### config.mk
export PLATFORM = sky130hd
export DESIGN_NAME = tx_burst_sched
export DESIGN_NICKNAME = d
export VERILOG_FILES = /design/src/rtl/psk_ctrl_pkg.sv /design/src/rtl/sched_timer.sv /design/src/rtl/tx_burst_sched.sv
export SDC_FILE = /design/constraint.sdc
export NUM_CORES = 1
export LEC_CHECK = 0
export CORE_ASPECT_RATIO = 1.25
export CORE_MARGIN = 2
export CORE_UTILIZATION = 40
export CTS_BUF_LIST = sky130_fd_sc_hd__clkbuf_2 sky130_fd_sc_hd__clkbuf_4 sky130_fd_sc_hd__clkbuf_8
export CTS_CLUSTER_DIAMETER = 60
export CTS_CLUSTER_SIZE = 40
export DETAILED_ROUTE_END_ITERATION = 8
export GPL_ROUTABILITY_DRIVEN = 0
export PLACE_DENSITY = 0.66
export SYNTH_ARGS = -nofsm -noshare
export SYNTH_HDL_FRONTEND = slang
export SYNTH_SLANG_ARGS = --single-unit
### constraint.sdc
create_clock -name clk_1d024M -period 2.95 [get_ports clk_1d024M]
set_input_delay 0.885 -clock clk_1d024M [delete_from_list [all_inputs] [get_ports clk_1d024M]]
set_output_delay 0.885 -clock clk_1d024M [all_outputs]
set_load 0.02 [all_outputs]
### src/rtl/psk_ctrl_pkg.sv
// PSK transmit control-plane shared definitions.
// Scheduler states, modulation modes and Tx config widths.
package psk_ctrl_pkg;

    localparam int MODE_W  = 2;
    localparam int PHASE_W = 2;
    localparam int DELAY_W = 8;
    localparam int CNT_W   = 8;

    localparam logic [MODE_W-1:0] MODE_BPSK  = 2'd0;
    localparam logic [MODE_W-1:0] MODE_QPSK  = 2'd1;
    localparam logic [MODE_W-1:0] MODE_DBPSK = 2'd2;
    localparam logic [MODE_W-1:0] MODE_DQPSK = 2'd3;

    typedef enum logic [2:0] {
        S_IDLE      = 3'd0,
        S_ARM       = 3'd1,
        S_START     = 3'd2,
        S_WAIT_DONE = 3'd3,
        S_GAP       = 3'd4,
        S_ERR       = 3'd5
    } sched_state_t;

    function automatic int max2(input int a, input int b);
        return (a > b) ? a : b;
    endfunction

endpackage

### src/rtl/sched_timer.sv
// Loadable down-counter with zero flag.
// Shared by the settle, gap and watchdog intervals.
module sched_timer #(
    parameter int W = 16
) (
    input  logic         clk,
    input  logic         rst_n,
    input  logic         load,
    input  logic [W-1:0] load_val,
    output logic         zero
);

    logic [W-1:0] cnt;

    always_ff @(posedge clk) begin
        if (!rst_n) begin
            cnt <= '0;
        end else if (load) begin
            cnt <= load_val;
        end else if (cnt != '0) begin
            cnt <= cnt - W'(1);
        end
    end

    assign zero = (cnt == '0);

endmodule

### src/rtl/tx_burst_sched.sv
// Tx burst scheduler: config latch, frame launch sequencing
// and per-frame watchdog for the PSK transmit chain.
module tx_burst_sched
    import psk_ctrl_pkg::*;
#(
    parameter int SETTLE_CYC  = 16,
    parameter int TIMEOUT_CYC = 4096,
    parameter int GAP_W       = 16
) (
    input  logic               clk_1d024M,
    input  logic               rst_n_1d024M,
    input  logic               cfg_valid,
    output logic               cfg_ready,
    input  logic [MODE_W-1:0]  cfg_mode,
    input  logic [PHASE_W-1:0] cfg_phase,
    input  logic [DELAY_W-1:0] cfg_delay,
    input  logic [CNT_W-1:0]   cfg_burst_len,
    input  logic [GAP_W-1:0]   cfg_gap,
    input  logic               run,
    input  logic               abort,
    input  logic               tx_frame_done,
    output logic [MODE_W-1:0]  MODE_CTRL,
    output logic [PHASE_W-1:0] TX_PHASE_CONFIG,
    output logic [DELAY_W-1:0] DELAY_CNT,
    output logic               tx_en,
    output logic               tx_start,
    output logic               busy,
    output logic               burst_done,
    output logic [CNT_W-1:0]   frame_cnt,
    output logic               err
);

    localparam int TW = max2(GAP_W,
                        max2($clog2(TIMEOUT_CYC), $clog2(SETTLE_CYC)));

    localparam logic [TW-1:0] SETTLE_LD = TW'(SETTLE_CYC - 1);
    localparam logic [TW-1:0] WD_LD     = TW'(TIMEOUT_CYC - 1);

    sched_state_t     state;
    sched_state_t     state_d;
    logic [CNT_W-1:0] burst_q;
    logic [GAP_W-1:0] gap_q;
    logic             cfg_loaded;
    logic             cfg_hs;
    logic             fdone;
    logic             last_frame;
    logic [CNT_W-1:0] cnt_inc;
    logic             t_load;
    logic [TW-1:0]    t_val;
    logic             t_zero;

    assign cfg_hs     = cfg_valid && cfg_ready;
    assign fdone      = (state == S_WAIT_DONE) && tx_frame_done;
    assign cnt_inc    = frame_cnt + CNT_W'(1);
    assign last_frame = fdone && (burst_q != '0) && (cnt_inc == burst_q);

    sched_timer #(
        .W (TW)
    ) u_timer (
        .clk      (clk_1d024M),
        .rst_n    (rst_n_1d024M),
        .load     (t_load),
        .load_val (t_val),
        .zero     (t_zero)
    );

    always_comb begin
        state_d = state;
        t_load  = 1'b0;
        t_val   = '0;
        if (abort) begin
            state_d = S_IDLE;
        end else begin
            unique case (state)
                S_IDLE: begin
                    if (run && cfg_loaded && !err && !cfg_hs) begin
                        state_d = S_ARM;
                        t_load  = 1'b1;
                        t_val   = SETTLE_LD;
                    end
                end
                S_ARM: begin
                    if (t_zero) state_d = S_START;
                end
                S_START: begin
                    state_d = S_WAIT_DONE;
                end
                S_WAIT_DONE: begin
                    // a done arriving on the expiry cycle still counts
                    if (fdone) begin
                        if (last_frame || !run) begin
                            state_d = S_IDLE;
                        end else if (gap_q == '0) begin
                            state_d = S_START;
                        end else begin
                            state_d = S_GAP;
                            t_load  = 1'b1;
                            t_val   = TW'(gap_q) - TW'(1);
                        end
                    end else if (t_zero) begin
                        state_d = S_ERR;
                    end
                end
                S_GAP: begin
                    if (t_zero) state_d = run ? S_START : S_IDLE;
                end
                S_ERR: begin
                    if (!run) state_d = S_IDLE;
                end
                default: begin
                    state_d = S_IDLE;
                end
            endcase
            // watchdog arms on entry to START and counts through it
            if (state_d == S_START) begin
                t_load = 1'b1;
                t_val  = WD_LD;
            end
        end
    end

    always_ff @(posedge clk_1d024M) begin
        if (!rst_n_1d024M) begin
            state           <= S_IDLE;
            cfg_loaded      <= 1'b0;
            cfg_ready       <= 1'b0;
            burst_q         <= '0;
            gap_q           <= '0;
            MODE_CTRL       <= '0;
            TX_PHASE_CONFIG <= '0;
            DELAY_CNT       <= '0;
            tx_en           <= 1'b0;
            tx_start        <= 1'b0;
            busy            <= 1'b0;
            burst_done      <= 1'b0;
            frame_cnt       <= '0;
            err             <= 1'b0;
        end else begin
            state      <= state_d;
            cfg_ready  <= (state_d == S_IDLE);
            tx_en      <= state_d inside {S_ARM, S_START,
                                          S_WAIT_DONE, S_GAP};
            tx_start   <= (state_d == S_START);
            busy       <= (state_d != S_IDLE);
            burst_done <= last_frame && !abort;

            if (state == S_IDLE && state_d == S_ARM) begin
                frame_cnt <= '0;
            end else if (fdone) begin
                frame_cnt <= cnt_inc;
            end

            if (state_d == S_ERR && state != S_ERR) begin
                err <= 1'b1;
            end else if (cfg_hs) begin
                err <= 1'b0;
            end

            if (cfg_hs) begin
                MODE_CTRL       <= cfg_mode;
                TX_PHASE_CONFIG <= cfg_phase;
                DELAY_CNT       <= cfg_delay;
                burst_q         <= cfg_burst_len;
                gap_q           <= cfg_gap;
                cfg_loaded      <= 1'b1;
            end
        end
    end

endmodule

==> flow_summary.ini <==
[finish]
drive_gt1_share_pct = 11.3
fillers = 901
multi_input_area_um2 = 2240
antennaDiodeCount = 0
fin_nets = 606
register_area_um2 = 1400
syn_to_final_growth_pct = 32.5

[synth]
synth-seq-cells = 70
synth_area_leaders = dfxtp_1, nand2_1, a21oi_1, xnor2_1, nor2_1
ys_types = 61
synthCells = 475
ys.flop_type = dfxtp_1
yosys_warnings = 0
syn-num-nets = 522
synth_top_area_share_pct = 37.3
syn_area_per_cell_um2 = 7.90
syn-cell-area_um2 = 3750
yosysSeqAreaShare_pct = 37.3
synth.largest_area_cell = dfxtp_1
async_flop_share_pct = 0
synth_edf_count = 0

[timing]
finalCriticalPeriod_ns = 2.82
worst_pin_slew_ns = 0.632
grt_setup_unrepaired = false
report.final.slew_viol_count = 0
final-setup-viol-count = 0
skew_ns = 0.0121
slew_headroom_pct = 57.3
max_freq_ghz = 0.354
fin_ws_ns = 0.128
min_period_over_period_pct = 95.7
hold_viol = 0
hold_ws_ns = 0.456

[power_and_ir_drop]
ir_drop_uv = 314
p_leak_nw = 1.90
cellPowerDensity_nw_per_um2 = 643

[grt]
grt.overflow.total = 0
grtUsageTotal_pct = 19.8
grt_pass1_vias = 3424
antenna_found_initial = 0
grt_first_pass_wirelength_mm = 16.4
grt_max_degree = 38

[job]
cap_violations = 0

[die]
coreArea_um2 = 9130
die_area_um2 = 10200
ios = 68
start_util_pct = 41.1
die_h_um = 112
rows = 39
die_w_um = 90.6

[critical_path]
cp.arrival_ns = 3.07
critical_path.startpoint_type = input pin
required_ns = 3.20
critical_path_class = in2reg
path_max_fanout = 7
endpoint_kind = flop

[clock_network]
cts_buffers = 9
clock_latency_ns = 0.35
clk_pin_slew_ns = 0.08
cts_root_buf = clkbuf_8
cts.sink_count = 70
cts_tree = built
htreeDepth = 3
cts_buffer_depth = 2

[detailed_routing]
drcViolationCount = 0
viasPerCell = 5.20
wl_per_cell_um = 14.4
totalWireLength_mm = 9.89
drtIter0Drc = 210
vias = 3570
ant_nets = 0
drtPass1Iterations = 4

[outcome]
status = completed

[placed_design]
io_buffers = 67
post-dp-hpwl_mm = 7.27
place_ws_ns = -0.374

[hold_path]
min_path_type = reg2reg
-- placed cells by master (no fill, tap or decap), drive strengths merged, types with 3 or more instances in the layout --
| cell type | n |
|---|---|
| nor2 | 35 |
| nor3 | 9 |
| ha | 5 |
| and3 | 5 |
| a21oi | 46 |
| nor4 | 12 |
| clkbuf | 11 |
| nand4 | 5 |
| o31ai | 5 |
| o21ai | 7 |
| xnor2 | 26 |
| or4 | 4 |
| mux2i | 6 |
| a31oi | 3 |
| and2b | 3 |
| nand3 | 17 |
| dfxtp | 70 |
| a21o | 4 |
| xor2 | 13 |
| o21a | 3 |
| buf | 31 |
| nand2 | 109 |
| or3 | 4 |
| nor4b | 3 |
| a211oi | 6 |
| nor2b | 6 |
| clkdlybuf4s50 | 67 |
| clkinv | 3 |
| nor3b | 4 |
| and2 | 6 |
| inv | 7 |
| a221oi | 3 |
-- per-layer routing --
layer	vias up	GRT usage (%)	routed length [µm]
met5	-	0	0
met4	0	6.77	225
met3	19	3.49	407
met2	91	34.2	4870
met1	1648	24.9	4380
li1	1812	-	-
-- cell usage after synthesis, types with 5 or more instances --
cell / count
a211oi_1: 6
a21oi_1: 46
and3_1: 5
buf_2: 5
clkbuf_1: 17
dfxtp_1: 70
ha_1: 5
inv_1: 7
mux2i_1: 6
nand2_1: 108
nand3_1: 17
nand4_1: 5
nor2_1: 33
nor2b_1: 6
nor3_1: 9
nor4_1: 8
o21ai_0: 6
o31ai_1: 5
xnor2_1: 26
xor2_1: 13
-- worst max-delay path, cell delays in order --
cell and delay (ns):
clkdlybuf4s50_1 0.48, and4b_1 0.25, nand2_2 0.09, nor4b_4 0.20, nand4_1 0.11, or3_4 0.38
and2_4 0.22, buf_4 0.16, a221oi_1 0.30
-- layout make-up --
| cell class | instances | area share, % |
|---|---|---|
| clock buffer | 11 | 3.04 |
| clock inverter | 5 | 1.64 |
| inverter | 8 | 0.604 |
| multi-input combinational | 372 | 45.0 |
| sequential | 70 | 28.2 |
| tap | 123 | 3.10 |
| timing repair buffer | 98 | 18.4 |
-- final timing paths --
check	startpoint	endpoint	slack, ns	cells past startpoint
setup / recovery	tx_frame_done	u_timer.cnt[7]	0.13	9
hold / removal	DELAY_CNT[7]	DELAY_CNT[7]	0.46	2
setup reg to reg	gap_q[2]	u_timer.cnt[7]	0.26	8
hold reg to reg	DELAY_CNT[7]	DELAY_CNT[7]	0.46	2
-- sequential cells by signal, indices dropped and copies added, names as in the netlist, 2 cells and up --
signal and cells:
gap_q 16, u_timer.cnt 16, DELAY_CNT 8, burst_q 8, frame_cnt 8, state 3, MODE_CTRL 2, TX_PHASE_CONFIG 2
-- cells by family after synthesis --
| logic type | count (synthesis) | synth area share (%) |
|---|---|---|
| adders and majority gates | 5 | 1.67 |
| and+or+nand+nor | 229 | 30.8 |
| AOI/OAI and AO/OA | 90 | 14.8 |
| muxes | 7 | 1.90 |
| xor gates and xnor gates | 39 | 9.10 |
| buffers and inverters | 35 | 4.37 |
| DFF | 70 | 37.3 |
-- report_power, final --
part / internal [mW] / leakage [nW] / total, mW / switching (mW)
combinational: 0.546 / 1.21 / 1.11 / 0.562
sequential: 1.07 / 0.572 / 1.21 / 0.136
clock: 0.522 / 0.116 / 0.885 / 0.363
-- repair_timing --
| action | in CTS | in global routing |
|---|---|---|
| hold buffers | 0 | 0 |
| setup endpoints to repair | 2 | 19 |
| pin swaps | 1 | 5 |
| resized for setup | 1 | 5 |
| cloned | 0 | 2 |
| setup buffers | 0 | 1 |
-- through the flow --
step           utilization (%)  cells  cell area [µm²]  setup TNS [ns]  total power [mW]
6_report                  54.5    687             4970               0              3.20
3_3_place_gp              51.2    668             4670           -6.14              2.27
5_1_grt                   54.5    687             4970               0              3.40
3_5_place_dp              51.2    668             4670           -6.72              2.29
4_1_cts                   53.8    684             4910               0              3.18
2_1_floorplan                -    475             3750               0              1.98
Note: power is estimated with default switching activity, not from simulation.
